File: src/rtl/nf_10g_link_ctrl.sv
// nf_10g_link_ctrl
// Link bring-up and configuration controller for one 10G interface.
// It sequences the MAC and PCS/PMA resets, qualifies block lock before it
// declares the link up, and gates pipeline TX traffic. It counts link flaps
// and bring-up retries. It recovers on its own from lock loss, bring-up
// timeouts and SFP TX fault.
//
// Ports
//   core_clk, core_resetn        : clock, asynchronous active-low reset
//   cfg_enable                   : 0 holds the link in DISABLED
//   cfg_loopback                 : PMA loopback request
//   clear_stats                  : one-cycle pulse that zeroes both counters
//   pcspma_status[0]             : block lock (foreign domain, synchronised)
//   tx_resetdone, rx_resetdone   : transceiver reset done (synchronised)
//   tx_fault                     : SFP TX fault (synchronised)
//   mac_{tx,rx}_configuration_vector : bit0 reset, bit1 enable
//   pcs_pma_configuration_vector : bit0 loopback, bit15 PMA reset, bit111 PCS reset
//   link_up, tx_gate             : high only in UP
//   link_state                   : encoded state, one cycle behind the FSM
//   flap_count, retry_count      : saturating statistics counters
module nf_10g_link_ctrl #(
  parameter int C_DEBOUNCE_CYCLES = 1024,
  parameter int C_LOSS_TIMEOUT    = 65536,
  parameter int C_RESET_PULSE     = 16,
  parameter int C_CNT_WIDTH       = 32
) (
  input  logic                   core_clk,
  input  logic                   core_resetn,
  input  logic                   cfg_enable,
  input  logic                   cfg_loopback,
  input  logic                   clear_stats,
  input  logic [7:0]             pcspma_status,
  input  logic                   tx_resetdone,
  input  logic                   rx_resetdone,
  input  logic                   tx_fault,
  output logic [79:0]            mac_tx_configuration_vector,
  output logic [79:0]            mac_rx_configuration_vector,
  output logic [535:0]           pcs_pma_configuration_vector,
  output logic                   link_up,
  output logic                   tx_gate,
  output logic [2:0]             link_state,
  output logic [C_CNT_WIDTH-1:0] flap_count,
  output logic [C_CNT_WIDTH-1:0] retry_count
);

  typedef enum logic [2:0] {
    ST_DISABLED  = 3'd0,
    ST_RESET     = 3'd1,
    ST_WAIT_DONE = 3'd2,
    ST_WAIT_LOCK = 3'd3,
    ST_QUALIFY   = 3'd4,
    ST_UP        = 3'd5,
    ST_FAULT     = 3'd6
  } state_t;

  // Only one state uses the timeout, the reset pulse or a debounce at a time.
  // Every state change clears the counter, so one dwell counter serves all
  // three purposes.
  localparam int CW = $clog2(C_LOSS_TIMEOUT + C_DEBOUNCE_CYCLES + C_RESET_PULSE + 1);
  localparam logic [CW-1:0] RESET_LAST   = CW'(C_RESET_PULSE - 1);
  localparam logic [CW-1:0] TIMEOUT_LAST = CW'(C_LOSS_TIMEOUT - 1);
  localparam logic [CW-1:0] DEB_LAST     = CW'(C_DEBOUNCE_CYCLES - 1);
  localparam int N_SYNC = 4;

  // Reset is asserted asynchronously and released after two clean edges.
  logic [1:0] rst_sync_reg;
  logic       rst_n;

  always_ff @(posedge core_clk or negedge core_resetn) begin
    if (!core_resetn) rst_sync_reg <= 2'b00;
    else              rst_sync_reg <= {rst_sync_reg[0], 1'b1};
  end
  assign rst_n = rst_sync_reg[1];

  // Two-flop synchronisers for the foreign-domain status inputs.
  logic [N_SYNC-1:0] async_in;
  logic [N_SYNC-1:0] sync_vec;
  logic              unused_status;

  assign async_in      = {tx_fault, rx_resetdone, tx_resetdone, pcspma_status[0]};
  assign unused_status = ^pcspma_status[7:1];

  for (genvar gi = 0; gi < N_SYNC; gi++) begin : g_sync
    logic meta_reg;
    logic sync_reg;
    always_ff @(posedge core_clk or negedge rst_n) begin
      if (!rst_n) begin
        meta_reg <= 1'b0;
        sync_reg <= 1'b0;
      end else begin
        meta_reg <= async_in[gi];
        sync_reg <= meta_reg;
      end
    end
    assign sync_vec[gi] = sync_reg;
  end

  logic lock_s, done_s, fault_s;
  assign lock_s  = sync_vec[0];
  assign done_s  = sync_vec[1] & sync_vec[2];
  assign fault_s = sync_vec[3];

  state_t                 state_reg, state_next;
  logic [CW-1:0]          cnt_reg, cnt_next;
  logic                   flap_inc, retry_inc;
  logic [C_CNT_WIDTH-1:0] flap_reg, retry_reg;

  always_comb begin
    state_next = state_reg;
    cnt_next   = cnt_reg + CW'(1);
    flap_inc   = 1'b0;
    retry_inc  = 1'b0;
    if (!cfg_enable) begin
      state_next = ST_DISABLED;
    end else if (fault_s && state_reg != ST_DISABLED) begin
      state_next = ST_FAULT;
      flap_inc   = (state_reg == ST_UP);
    end else begin
      case (state_reg)
        ST_DISABLED:  state_next = ST_RESET;
        ST_RESET:     if (cnt_reg == RESET_LAST) state_next = ST_WAIT_DONE;
        ST_WAIT_DONE: begin
          if (done_s) begin
            state_next = ST_WAIT_LOCK;
          end else if (cnt_reg == TIMEOUT_LAST) begin
            state_next = ST_RESET;
            retry_inc  = 1'b1;
          end
        end
        ST_WAIT_LOCK: begin
          if (lock_s) begin
            state_next = ST_QUALIFY;
          end else if (cnt_reg == TIMEOUT_LAST) begin
            state_next = ST_RESET;
            retry_inc  = 1'b1;
          end
        end
        ST_QUALIFY: begin
          if (!lock_s)                   state_next = ST_WAIT_LOCK;
          else if (cnt_reg == DEB_LAST)  state_next = ST_UP;
        end
        ST_UP: begin
          if (!lock_s) begin
            state_next = ST_WAIT_LOCK;
            flap_inc   = 1'b1;
          end
        end
        // A fault still present holds FAULT through the priority branch
        // above, so this branch counts only fault-clear cycles.
        ST_FAULT:     if (cnt_reg == DEB_LAST) state_next = ST_RESET;
        default:      state_next = ST_DISABLED;
      endcase
    end
    // An active fault in FAULT keeps the state but restarts the clear debounce.
    if (state_next != state_reg || (state_reg == ST_FAULT && fault_s)) cnt_next = '0;
  end

  always_ff @(posedge core_clk or negedge rst_n) begin
    if (!rst_n) begin
      state_reg <= ST_DISABLED;
      cnt_reg   <= '0;
      flap_reg  <= '0;
      retry_reg <= '0;
    end else begin
      state_reg <= state_next;
      cnt_reg   <= cnt_next;
      if (clear_stats)                            flap_reg <= '0;
      else if (flap_inc && flap_reg != '1)        flap_reg <= flap_reg + 1'b1;
      if (clear_stats)                            retry_reg <= '0;
      else if (retry_inc && retry_reg != '1)      retry_reg <= retry_reg + 1'b1;
    end
  end

  // The outputs are registered from the registered state.
  logic       rst_out_reg, en_out_reg, loop_reg, up_reg;
  logic [2:0] state_out_reg;

  always_ff @(posedge core_clk or negedge rst_n) begin
    if (!rst_n) begin
      rst_out_reg   <= 1'b1;
      en_out_reg    <= 1'b0;
      loop_reg      <= 1'b0;
      up_reg        <= 1'b0;
      state_out_reg <= 3'd0;
    end else begin
      rst_out_reg   <= (state_reg == ST_DISABLED) || (state_reg == ST_RESET);
      en_out_reg    <= (state_reg == ST_WAIT_LOCK) || (state_reg == ST_QUALIFY) ||
                       (state_reg == ST_UP);
      loop_reg      <= cfg_loopback;
      up_reg        <= (state_reg == ST_UP);
      state_out_reg <= state_reg;
    end
  end

  assign mac_tx_configuration_vector  = {78'd0, en_out_reg, rst_out_reg};
  assign mac_rx_configuration_vector  = {78'd0, en_out_reg, rst_out_reg};
  assign pcs_pma_configuration_vector = {424'd0, rst_out_reg, 95'd0, rst_out_reg, 14'd0, loop_reg};
  assign link_up     = up_reg;
  assign tx_gate     = up_reg;
  assign link_state  = state_out_reg;
  assign flap_count  = flap_reg;
  assign retry_count = retry_reg;

endmodule
File: config.mk
export PLATFORM = sky130hd
export DESIGN_NAME = nf_10g_link_ctrl
export DESIGN_NICKNAME = d
export VERILOG_FILES = /design/src/rtl/nf_10g_link_ctrl.sv
export SDC_FILE = /design/constraint.sdc
export NUM_CORES = 1
export LEC_CHECK = 0
export ABC_AREA = 1
export CAP_MARGIN = 10
export CORE_AREA = 3 3 303 305
export DETAILED_ROUTE_END_ITERATION = 8
export DIE_AREA = 0 0 306 308
export PLACE_DENSITY_LB_ADDON = 0.25
export REMOVE_ABC_BUFFERS = 1
export SYNTH_ARGS = -nofsm -noshare
export SYNTH_HDL_FRONTEND = slang
export SYNTH_SLANG_ARGS = --single-unit
export TNS_END_PERCENT = 30
File: constraint.sdc
create_clock -name core_clk -period 3.6 [get_ports core_clk]
set_input_delay 0.36 -clock core_clk [delete_from_list [all_inputs] [get_ports core_clk]]
set_output_delay 0.36 -clock core_clk [all_outputs]
set_load 0.005 [all_outputs]
==> load_flow_metrics.sql, run 1 <==
INSERT INTO impl_metrics (metric_group, metric, value, unit) VALUES
('status', 'result_of_the_run', 'finished, final reports clean', ''),
('timing', 'layout_min_cycle_time', '3160', 'ps'),
('logic_synthesis', 'syn_area_per_cell', '7.41', 'sq um'),
('pwr', 'power.static_leakage', '0.00523', 'uW'),
('floorplan', 'core_area', '89600', 'sq um'),
('timing', 'final_setup_viols', '0', ''),
('grt', 'first_pass_grt_wire_length', '38400', 'um'),
('cts', 'clk_pin_slew_worst_paths', '90', 'ps'),
('timing', 'grt_setup_unrepaired', 'false', ''),
('worst_setup_path', 'critPathRequiredTime', '3900', 'ps'),
('floorplan', 'die_area', '94200', 'sq um'),
('worst_setup_path', 'critPathMaxFanout', '10', ''),
('drt', 'avg_vias_per_cell', '2.58', ''),
('pwr', 'power_per_cell_area', '271', 'nW/um^2'),
('drt', 'route.detailed.wl_per_inst', '10.3', 'um'),
('placement', 'numPortBuffers', '84', ''),
('grt', 'pin_count_of_the_biggest_net_entering_global_routing', '46', ''),
('pwr', 'irDropWorstVdd', '201', 'uV'),
('hold_path', 'hold_path_class', 'input pin to async pin', ''),
('floorplan', 'ioPinCount', '781', ''),
('flow_run', 'cap_viol_max_count', '0', ''),
('drt', 'first_iter_violations', '287', ''),
('timing', 'fin_skew', '15.7', 'ps'),
('timing', 'final_report_hold_violation_count', '0', ''),
('timing', 'tightestPinTransition', '805', 'ps'),
('logic_synthesis', 'synth.cell_area', '11100', 'sq um'),
('cts', 'postCtsSetupRepairBufs', '0', ''),
('worst_setup_path', 'path_class', 'flip-flop to flip-flop', ''),
('grt', 'grt_usage', '5.51', '%'),
('drt', 'drt.antenna.violating_nets', '0', ''),
('logic_synthesis', 'most_area_consuming_cells_after_synthesis', 'sky130_fd_sc_hd__buf_4, sky130_fd_sc_hd__dfrtp_1, sky130_fd_sc_hd__nand2_1', ''),
('logic_synthesis', 'yosys_register_bits', '101', ''),
('worst_setup_path', 'crit_path_end', 'retry_count[6]$_DFFE_PN0P_', ''),
('grt', 'antenna_found_initial', '0', ''),
('worst_setup_path', 'reg2reg_slack', '440', 'ps'),
('worst_setup_path', 'worst-endpoint-arrival', '3460', 'ps'),
('logic_synthesis', 'synth-seq-area-share', '22.8', '%'),
('placement', 'post-dp-hpwl', '23000', 'um'),
('cts', 'worst_skew_pair.late_latency', '400', 'ps'),
('timing', 'final_period_utilization', '87.9', '%'),
('cells_and_area', 'area.growth.synth_to_final', '-0.294', '%'),
('cells_and_area', 'antenna_cells', '0', ''),
('logic_synthesis', 'synthDistinctLibCells', '40', ''),
('logic_synthesis', 'synth.largest_area_cell', 'sky130_fd_sc_hd__buf_4', ''),
('cts', 'clk_path_buf_depth', '2', ''),
('cts', 'clock_tree_from_tritoncts', 'yes', ''),
('cts', 'clock_sink_count', '101', ''),
('placement', 'finalWeightedCongestion', '0.775', ''),
('drt', 'drt_pre_antenna_iters', '4', ''),
('grt', 'grt.overflow.total', '0', ''),
('cts', 'clk_root_buffer_cell', 'sky130_fd_sc_hd__clkbuf_16', ''),
('timing', 'slew_violations', '0', ''),
('cells_and_area', 'number_of_nets_in_the_final_layout', '1598', ''),
('cts', 'tritoncts.num_buffers', '9', ''),
('timing', 'setup_total_neg_slack', '0', 'ps'),
('drt', 'routed_wirelength', '28300', 'um'),
('cts', 'cts-resized-gates', '0', ''),
('floorplan', 'number_of_core_rows', '110', ''),
('worst_setup_path', 'critPathCaptureType', 'flip-flop', ''),
('grt', 'first_global_vias', '6016', ''),
('floorplan', 'chipWidth', '306', 'um'),
('cells_and_area', 'layout-drive-gt1-share', '3.85', '%'),
('timing', 'maxSlewHeadroom', '46.3', '%'),
('drt', 'route.vias.total', '7127', ''),
('timing', 'max_freq', '0.316', 'GHz'),
('logic_synthesis', 'synth_cells', '1495', ''),
('worst_setup_path', 'timing.critical_path.from_type', 'flip-flop', ''),
('worst_setup_path', 'cp-startpoint', 'cnt_reg[0]$_DFF_PN0_', ''),
('floorplan', 'die_height', '308', 'um'),
('pwr', 'design_power_total', '2990', 'uW'),
('cts', 'cts_htree_levels', '3', ''),
('cts', 'cts.hold.buffers_added', '0', ''),
('logic_synthesis', 'synth.yosys.warnings', '0', ''),
('worst_setup_path', 'worst-r2r-cell-count', '16', ''),
('logic_synthesis', 'synth_largest_type_area_fraction', '47.4', '%'),
('worst_setup_path', 'r2r_start', 'cnt_reg[0]$_DFF_PN0_', ''),
('worst_setup_path', 'rr_endpoint', 'retry_count[6]$_DFFE_PN0P_', ''),
('floorplan', 'initial_core_util', '12.4', '%'),
('drt', 'remaining_drc_errors', '0', '');
where the power goes:
group,internal [uW],total [uW],switching [uW]
Clock,489,1060,570
Sequential,1190,1270,75.7
Combinational,181,667,485
Total,1860,2990,1130
metal layers:
| metal | wire [um] | global-route usage [%] | part of all wire, % | vias up |
|---|---|---|---|---|
| met3 | 2840 | 2.30 | 10 | 20 |
| li1 | - | - | - | 3459 |
| met5 | 6 | 0 | 0.021 | - |
| met2 | 13300 | 8.63 | 47 | 350 |
| met4 | 488 | 2.12 | 1.7 | 2 |
| met1 | 11700 | 6.71 | 41 | 3296 |
cells in the final DEF (no fill, tap or decap), drive strengths merged:
cell type / n
a21boi: 1
a21oi: 15
and3: 2
buf: 13
clkbuf: 9
clkdlybuf4s50: 84
clkinv: 5
clkinvlp: 1
conb: 690
dfrtp: 100
dfstp: 1
ha: 4
inv: 95
nand2: 211
nand3: 61
nand3b: 3
nand4: 35
nor2: 121
nor3: 37
nor3b: 2
nor4: 5
nor4b: 1
o21ai: 53
o21bai: 1
o31ai: 6
or2: 1
xnor2: 7
xor2: 19
how the worst min path moves through the flow:
| stage | slack [ps] | endpoint | cells past startpoint | start |
|---|---|---|---|---|
| 6_report | 110 | rst_sync_reg[1]$_DFF_PN0_ | 1 | core_resetn |
| 3_3_place_gp | 330 | rst_sync_reg[1]$_DFF_PN0_ | 0 | rst_sync_reg[0]$_DFF_PN0_ |
| 4_1_cts | 60 | rst_sync_reg[1]$_DFF_PN0_ | 1 | core_resetn |
| 2_1_floorplan | 60 | rst_sync_reg[0]$_DFF_PN0_ | 0 | core_resetn |
| 5_1_grt | 80 | rst_sync_reg[1]$_DFF_PN0_ | 1 | core_resetn |
| 3_5_place_dp | 340 | rst_sync_reg[1]$_DFF_PN0_ | 0 | rst_sync_reg[0]$_DFF_PN0_ |
kinds of logic after synthesis:
family | count (synthesis) | share of synthesized area (%)
flip-flops | 101 | 22.8
XOR/XNOR | 26 | 2.06
buffers and inverters | 807 | 51.3
AO/OA/AOI/OAI | 76 | 3.78
AND/OR/NAND/NOR | 479 | 19.5
adder cells (fa/ha/maj) | 4 | 0.452
other | 2 | 0.0678
through the flow:
| stage | util, % | setup slack (ps) | instances | area, sq um | hold WS (ps) |
|---|---|---|---|---|---|
| 2_1_floorplan | - | 580 | 1470 | 8330 | 64.4 |
| 3_3_place_gp | 12.0 | 267 | 2743 | 10700 | 332 |
| 3_5_place_dp | 12.0 | 265 | 2743 | 10700 | 337 |
| 4_1_cts | 12.3 | 227 | 2759 | 11000 | 55.3 |
| 5_1_grt | 12.3 | 23.9 | 2759 | 11000 | 80.0 |
| 6_report | 12.3 | 437 | 2759 | 11000 | 112 |
cell type report:
type / instances / area, sq um
Fill cell: 10500 / 78600
Multi-Input combinational cell: 1275 / 5450
Sequential cell: 101 / 2530
Tap cell: 1176 / 1470
Timing Repair Buffer: 97 / 938
Inverter: 94 / 354
Clock buffer: 9 / 225
Clock inverter: 7 / 68.8
cell usage after synthesis (all sizes together):
| cell type | n |
|---|---|
| xor2 | 19 |
| clkbuf | 6 |
| nor3b | 2 |
| buf | 707 |
| nor4b | 1 |
| nor3 | 37 |
| o21ai | 53 |
| xnor2 | 7 |
| ha | 4 |
| a21oi | 15 |
| or2 | 1 |
| nand3 | 61 |
| nand2 | 211 |
| o21bai | 1 |
| nor4 | 5 |
| o31ai | 6 |
| nor2 | 121 |
| nand4 | 35 |
| conb | 2 |
| inv | 92 |
| dfrtp | 100 |
| nand3b | 3 |
| dfstp | 1 |
| clkinv | 2 |
| a21boi | 1 |
| and3 | 2 |
worst max-delay path: stages (launching register included):
cell and delay (ps):
sky130_fd_sc_hd__dfrtp_1 380, sky130_fd_sc_hd__ha_1 230, sky130_fd_sc_hd__nand3_2 150, sky130_fd_sc_hd__nor3_4 220, sky130_fd_sc_hd__nand2_1 140, sky130_fd_sc_hd__nor4b_2 340
sky130_fd_sc_hd__nand4_1 130, sky130_fd_sc_hd__nor2_1 120, sky130_fd_sc_hd__ha_1 240, sky130_fd_sc_hd__nand3_1 100, sky130_fd_sc_hd__a21oi_1 160, sky130_fd_sc_hd__buf_4 180
sky130_fd_sc_hd__nand2_2 150, sky130_fd_sc_hd__inv_1 110, sky130_fd_sc_hd__buf_4 180, sky130_fd_sc_hd__nand3_1 70, sky130_fd_sc_hd__and3_1 170
Power figures use the tool's default switching activity.
==> run 2, diff against run 1 <==
--- a/config.mk
+++ b/config.mk
@@ -7,11 +7,12 @@
 export LEC_CHECK = 0
 export ABC_AREA = 1
 export CAP_MARGIN = 10
-export CORE_AREA = 3 3 303 305
+export CORE_AREA = 3 3 307 309
 export DETAILED_ROUTE_END_ITERATION = 8
-export DIE_AREA = 0 0 306 308
+export DIE_AREA = 0 0 310 312
 export PLACE_DENSITY_LB_ADDON = 0.25
 export REMOVE_ABC_BUFFERS = 1
+export SKIP_LAST_GASP = 1
 export SYNTH_ARGS = -nofsm -noshare
 export SYNTH_HDL_FRONTEND = slang
 export SYNTH_SLANG_ARGS = --single-unit
==> constraint.sdc (replaced) <==
create_clock -name core_clk -period 2.8 [get_ports core_clk]
set_input_delay 0.28 -clock core_clk [delete_from_list [all_inputs] [get_ports core_clk]]
set_output_delay 0.28 -clock core_clk [all_outputs]
set_load 0.005 [all_outputs]
==> run 2 against run 1 <==
Cell area is 3.8% higher. Power increased by 39%. Critical path type unchanged. Via count rose by 1.2%. Largest cell class unchanged. Final cell count increased by 1.6%. Utilization rose by 0.18 points. First-iteration DRC count down 2.4%. Sequential share of layout area is 0.84 points lower. Sequential power rose by 27%. Non-clock buffer count rose by 34. Maximum frequency up 14%. Register-to-register slack lost 410 ps.
==> load_flow_metrics.sql, run 2 (synthesis gave the netlist of run 1 again) <==
INSERT INTO impl_metrics (metric_group, metric, value, unit) VALUES
('drt', 'route.vias.total', '7211', ''),
('placement', 'pre_cts_ws', '-128', 'ps'),
('worst_setup_path', 'path_class', 'flip-flop to flip-flop', ''),
('worst_setup_path', 'critPathRequiredTime', '3080', 'ps'),
('cells_and_area', 'most_common_cell_after_layout_fill_and_taps_aside', 'sky130_fd_sc_hd__conb_1', ''),
('floorplan', 'number_of_core_rows', '111', ''),
('worst_setup_path', 'path_cells', 'ha_2 > nand3_4 > nor3_4 > nand2_2 > nor4b_4 > buf_4 > nand4_1 > nor2_1 > ha_2 > buf_4 > nand3_1 > nand3_1 > nand2_1 > nor2_1 > nand2_1 > nand3_1 > nand2_1 > nand2_2 > buf_12 > nor2_1', ''),
('cts', 'clk_pin_slew_worst_paths', '80', 'ps'),
('timing', 'grt_setup_unrepaired', 'true', ''),
('pwr', 'power.static_leakage', '0.00547', 'uW'),
('grt', 'grt.overflow.total', '0', ''),
('cells_and_area', 'number_of_nets_in_the_final_layout', '1632', ''),
('flow_run', 'cap_viol_max_count', '0', ''),
('hold_path', 'hold_path_class', 'input pin to async pin', ''),
('floorplan', 'initial_core_util', '12.1', '%'),
('drt', 'routed_wirelength', '29300', 'um'),
('cts', 'tritoncts.num_buffers', '9', ''),
('grt', 'grt_usage', '5.66', '%'),
('pwr', 'irDropWorstVdd', '264', 'uV'),
('drt', 'met1Wirelength', '12300', 'um'),
('cells_and_area', 'layout-drive-gt1-share', '6.56', '%'),
('cts', 'cts_htree_levels', '3', ''),
('cells_and_area', 'most_used_cells_in_the_layout_excluding_fill_and_tap_cells', 'sky130_fd_sc_hd__conb_1, sky130_fd_sc_hd__nand2_1, sky130_fd_sc_hd__nor2_1', ''),
('drt', 'drt_pre_antenna_iters', '4', ''),
('timing', 'slew_violations', '0', ''),
('cts', 'clock_tree_from_tritoncts', 'yes', ''),
('cells_and_area', 'final.fill_count', '10700', ''),
('timing', 'final_period_utilization', '99.0', '%'),
('timing', 'max_freq', '0.361', 'GHz'),
('worst_setup_path', 'worst_path_dominant_cell_family', 'simple AND/OR/NAND/NOR gates', ''),
('pwr', 'design_power_total', '4170', 'uW'),
('worst_setup_path', 'worst-endpoint-arrival', '3050', 'ps'),
('placement', 'finalWeightedCongestion', '0.767', ''),
('cts', 'clk_path_buf_depth', '2', ''),
('worst_setup_path', 'critical_path_s_largest_stage_delay', '360', 'ps'),
('drt', 'first_iter_violations', '280', ''),
('drt', 'wl_met3', '2560', 'um'),
('drt', 'avg_vias_per_cell', '2.57', ''),
('drt', 'highest-signal-layer', 'met5', ''),
('cts', 'postCtsSetupRepairBufs', '0', ''),
('drt', 'route.detailed.wl_per_inst', '10.5', 'um'),
('worst_setup_path', 'critical_path.n_buffers_inverters', '3', ''),
('cts', 'cts.hold.buffers_added', '0', ''),
('timing', 'final_setup_viols', '0', ''),
('timing', 'fin_skew', '19.9', 'ps'),
('cells_and_area', 'area.growth.synth_to_final', '3.51', '%'),
('cts', 'clk_root_buffer_cell', 'sky130_fd_sc_hd__clkbuf_16', ''),
('grt', 'first_global_vias', '6300', ''),
('floorplan', 'core_area', '91700', 'sq um'),
('floorplan', 'die_area', '96700', 'sq um'),
('cells_and_area', 'antenna_cells', '0', ''),
('timing', 'layout_min_cycle_time', '2770', 'ps'),
('worst_setup_path', 'critPathCaptureType', 'flip-flop', ''),
('pwr', 'power_per_cell_area', '364', 'nW/um^2'),
('floorplan', 'die_height', '312', 'um'),
('grt', 'antenna_found_initial', '1', ''),
('drt', 'remaining_drc_errors', '0', ''),
('floorplan', 'ioPinCount', '781', ''),
('cts', 'clock_sink_count', '101', ''),
('grt', 'first_pass_grt_wire_length', '41000', 'um'),
('worst_setup_path', 'critical_path.slowest_cell', 'sky130_fd_sc_hd__dfrtp_1', ''),
('placement', 'numPortBuffers', '84', ''),
('cts', 'worst_skew_pair.late_latency', '400', 'ps'),
('status', 'result_of_the_run', 'finished, final reports clean', ''),
('drt', 'wl_met2', '14000', 'um'),
('timing', 'layout_setup_ws', '27.8', 'ps'),
('timing', 'tightestPinTransition', '655', 'ps'),
('floorplan', 'chipWidth', '310', 'um'),
('drt', 'drt.antenna.violating_nets', '0', ''),
('timing', 'setup_total_neg_slack', '0', 'ps'),
('worst_setup_path', 'timing.critical_path.from_type', 'flip-flop', ''),
('timing', 'final_report_hold_violation_count', '0', ''),
('grt', 'pin_count_of_the_biggest_net_entering_global_routing', '36', ''),
('timing', 'maxSlewHeadroom', '56.4', '%'),
('worst_setup_path', 'critPathMaxFanout', '17', ''),
('placement', 'post-dp-hpwl', '23900', 'um');
[run 2: where the power goes]
group	switching, uW	internal, uW
clock	701	826
sequential	83.2	1530
combinational	685	341
[run 2: final cells by class]
type	count	area (sq um)	share of cell area, %
timing repair buffer	131	1260	11.0
clock inverter	6	97.6	0.851
sequential	101	2530	22.1
inverter	94	357	3.11
clock buffer	10	239	2.08
multi-input combinational	1275	5500	48.0
tap	1186	1480	12.9
[run 2: worst register-to-register path, cell delays in order (launching register included)]
cell and delay, ps:
sky130_fd_sc_hd__dfrtp_1 360, sky130_fd_sc_hd__ha_2 210, sky130_fd_sc_hd__nand3_4 90, sky130_fd_sc_hd__nor3_4 140, sky130_fd_sc_hd__nand2_2 100, sky130_fd_sc_hd__nor4b_4 250, sky130_fd_sc_hd__buf_4 150, sky130_fd_sc_hd__nand4_1 60
sky130_fd_sc_hd__nor2_1 110, sky130_fd_sc_hd__ha_2 220, sky130_fd_sc_hd__buf_4 120, sky130_fd_sc_hd__nand3_1 70, sky130_fd_sc_hd__nand3_1 90, sky130_fd_sc_hd__nand2_1 100, sky130_fd_sc_hd__nor2_1 110, sky130_fd_sc_hd__nand2_1 50
sky130_fd_sc_hd__nand3_1 60, sky130_fd_sc_hd__nand2_1 70, sky130_fd_sc_hd__nand2_2 90, sky130_fd_sc_hd__buf_12 160, sky130_fd_sc_hd__nor2_1 60
[run 2: timing repair]
| item | in CTS | in global routing |
|---|---|---|
| resized for setup | 5 | 11 |
| setup endpoints to repair | 47 | 49 |
| pin swaps | 1 | 2 |
[run 2: stage by stage]
stage | hold slack [ps] | area [sq um] | cells | util, %
floorplan | -15.6 | 8330 | 1470 | -
global placement | 333 | 11100 | 2787 | 12.1
detailed placement | 337 | 11100 | 2787 | 12.1
CTS | 6.03 | 11400 | 2803 | 12.5
global route | 24.6 | 11500 | 2803 | 12.5
finish | 49.8 | 11500 | 2803 | 12.5
[run 2: path summary, 6_finish.rpt]
path | startpoint | end | slack (ps) | cells past startpoint
worst max register to register | cnt_reg[1]$_DFF_PN0_ | cnt_reg[14]$_DFF_PN0_ | 30 | 20
min in group core_clk | pcspma_status[0] | g_sync[0].meta_reg$_DFF_PN0_ | 340 | 1
max in group asynchronous | rst_sync_reg[1]$_DFF_PN0_ | retry_count[24]$_DFFE_PN0P_ | 1680 | 1
worst max-delay path | cnt_reg[1]$_DFF_PN0_ | cnt_reg[14]$_DFF_PN0_ | 30 | 20
worst min register to register | rst_sync_reg[1]$_DFF_PN0_ | loop_reg$_DFF_PN0_ | 350 | 0
worst min-delay path | core_resetn | rst_sync_reg[1]$_DFF_PN0_ | 50 | 1
[run 2: per-layer routing]
| metal | vias up | global-route usage (%) |
|---|---|---|
| met4 | 2 | 1.70 |
| met5 | - | 0 |
| met1 | 3320 | 7.03 |
| met2 | 344 | 9.18 |
| li1 | 3530 | - |
| met3 | 15 | 1.98 |
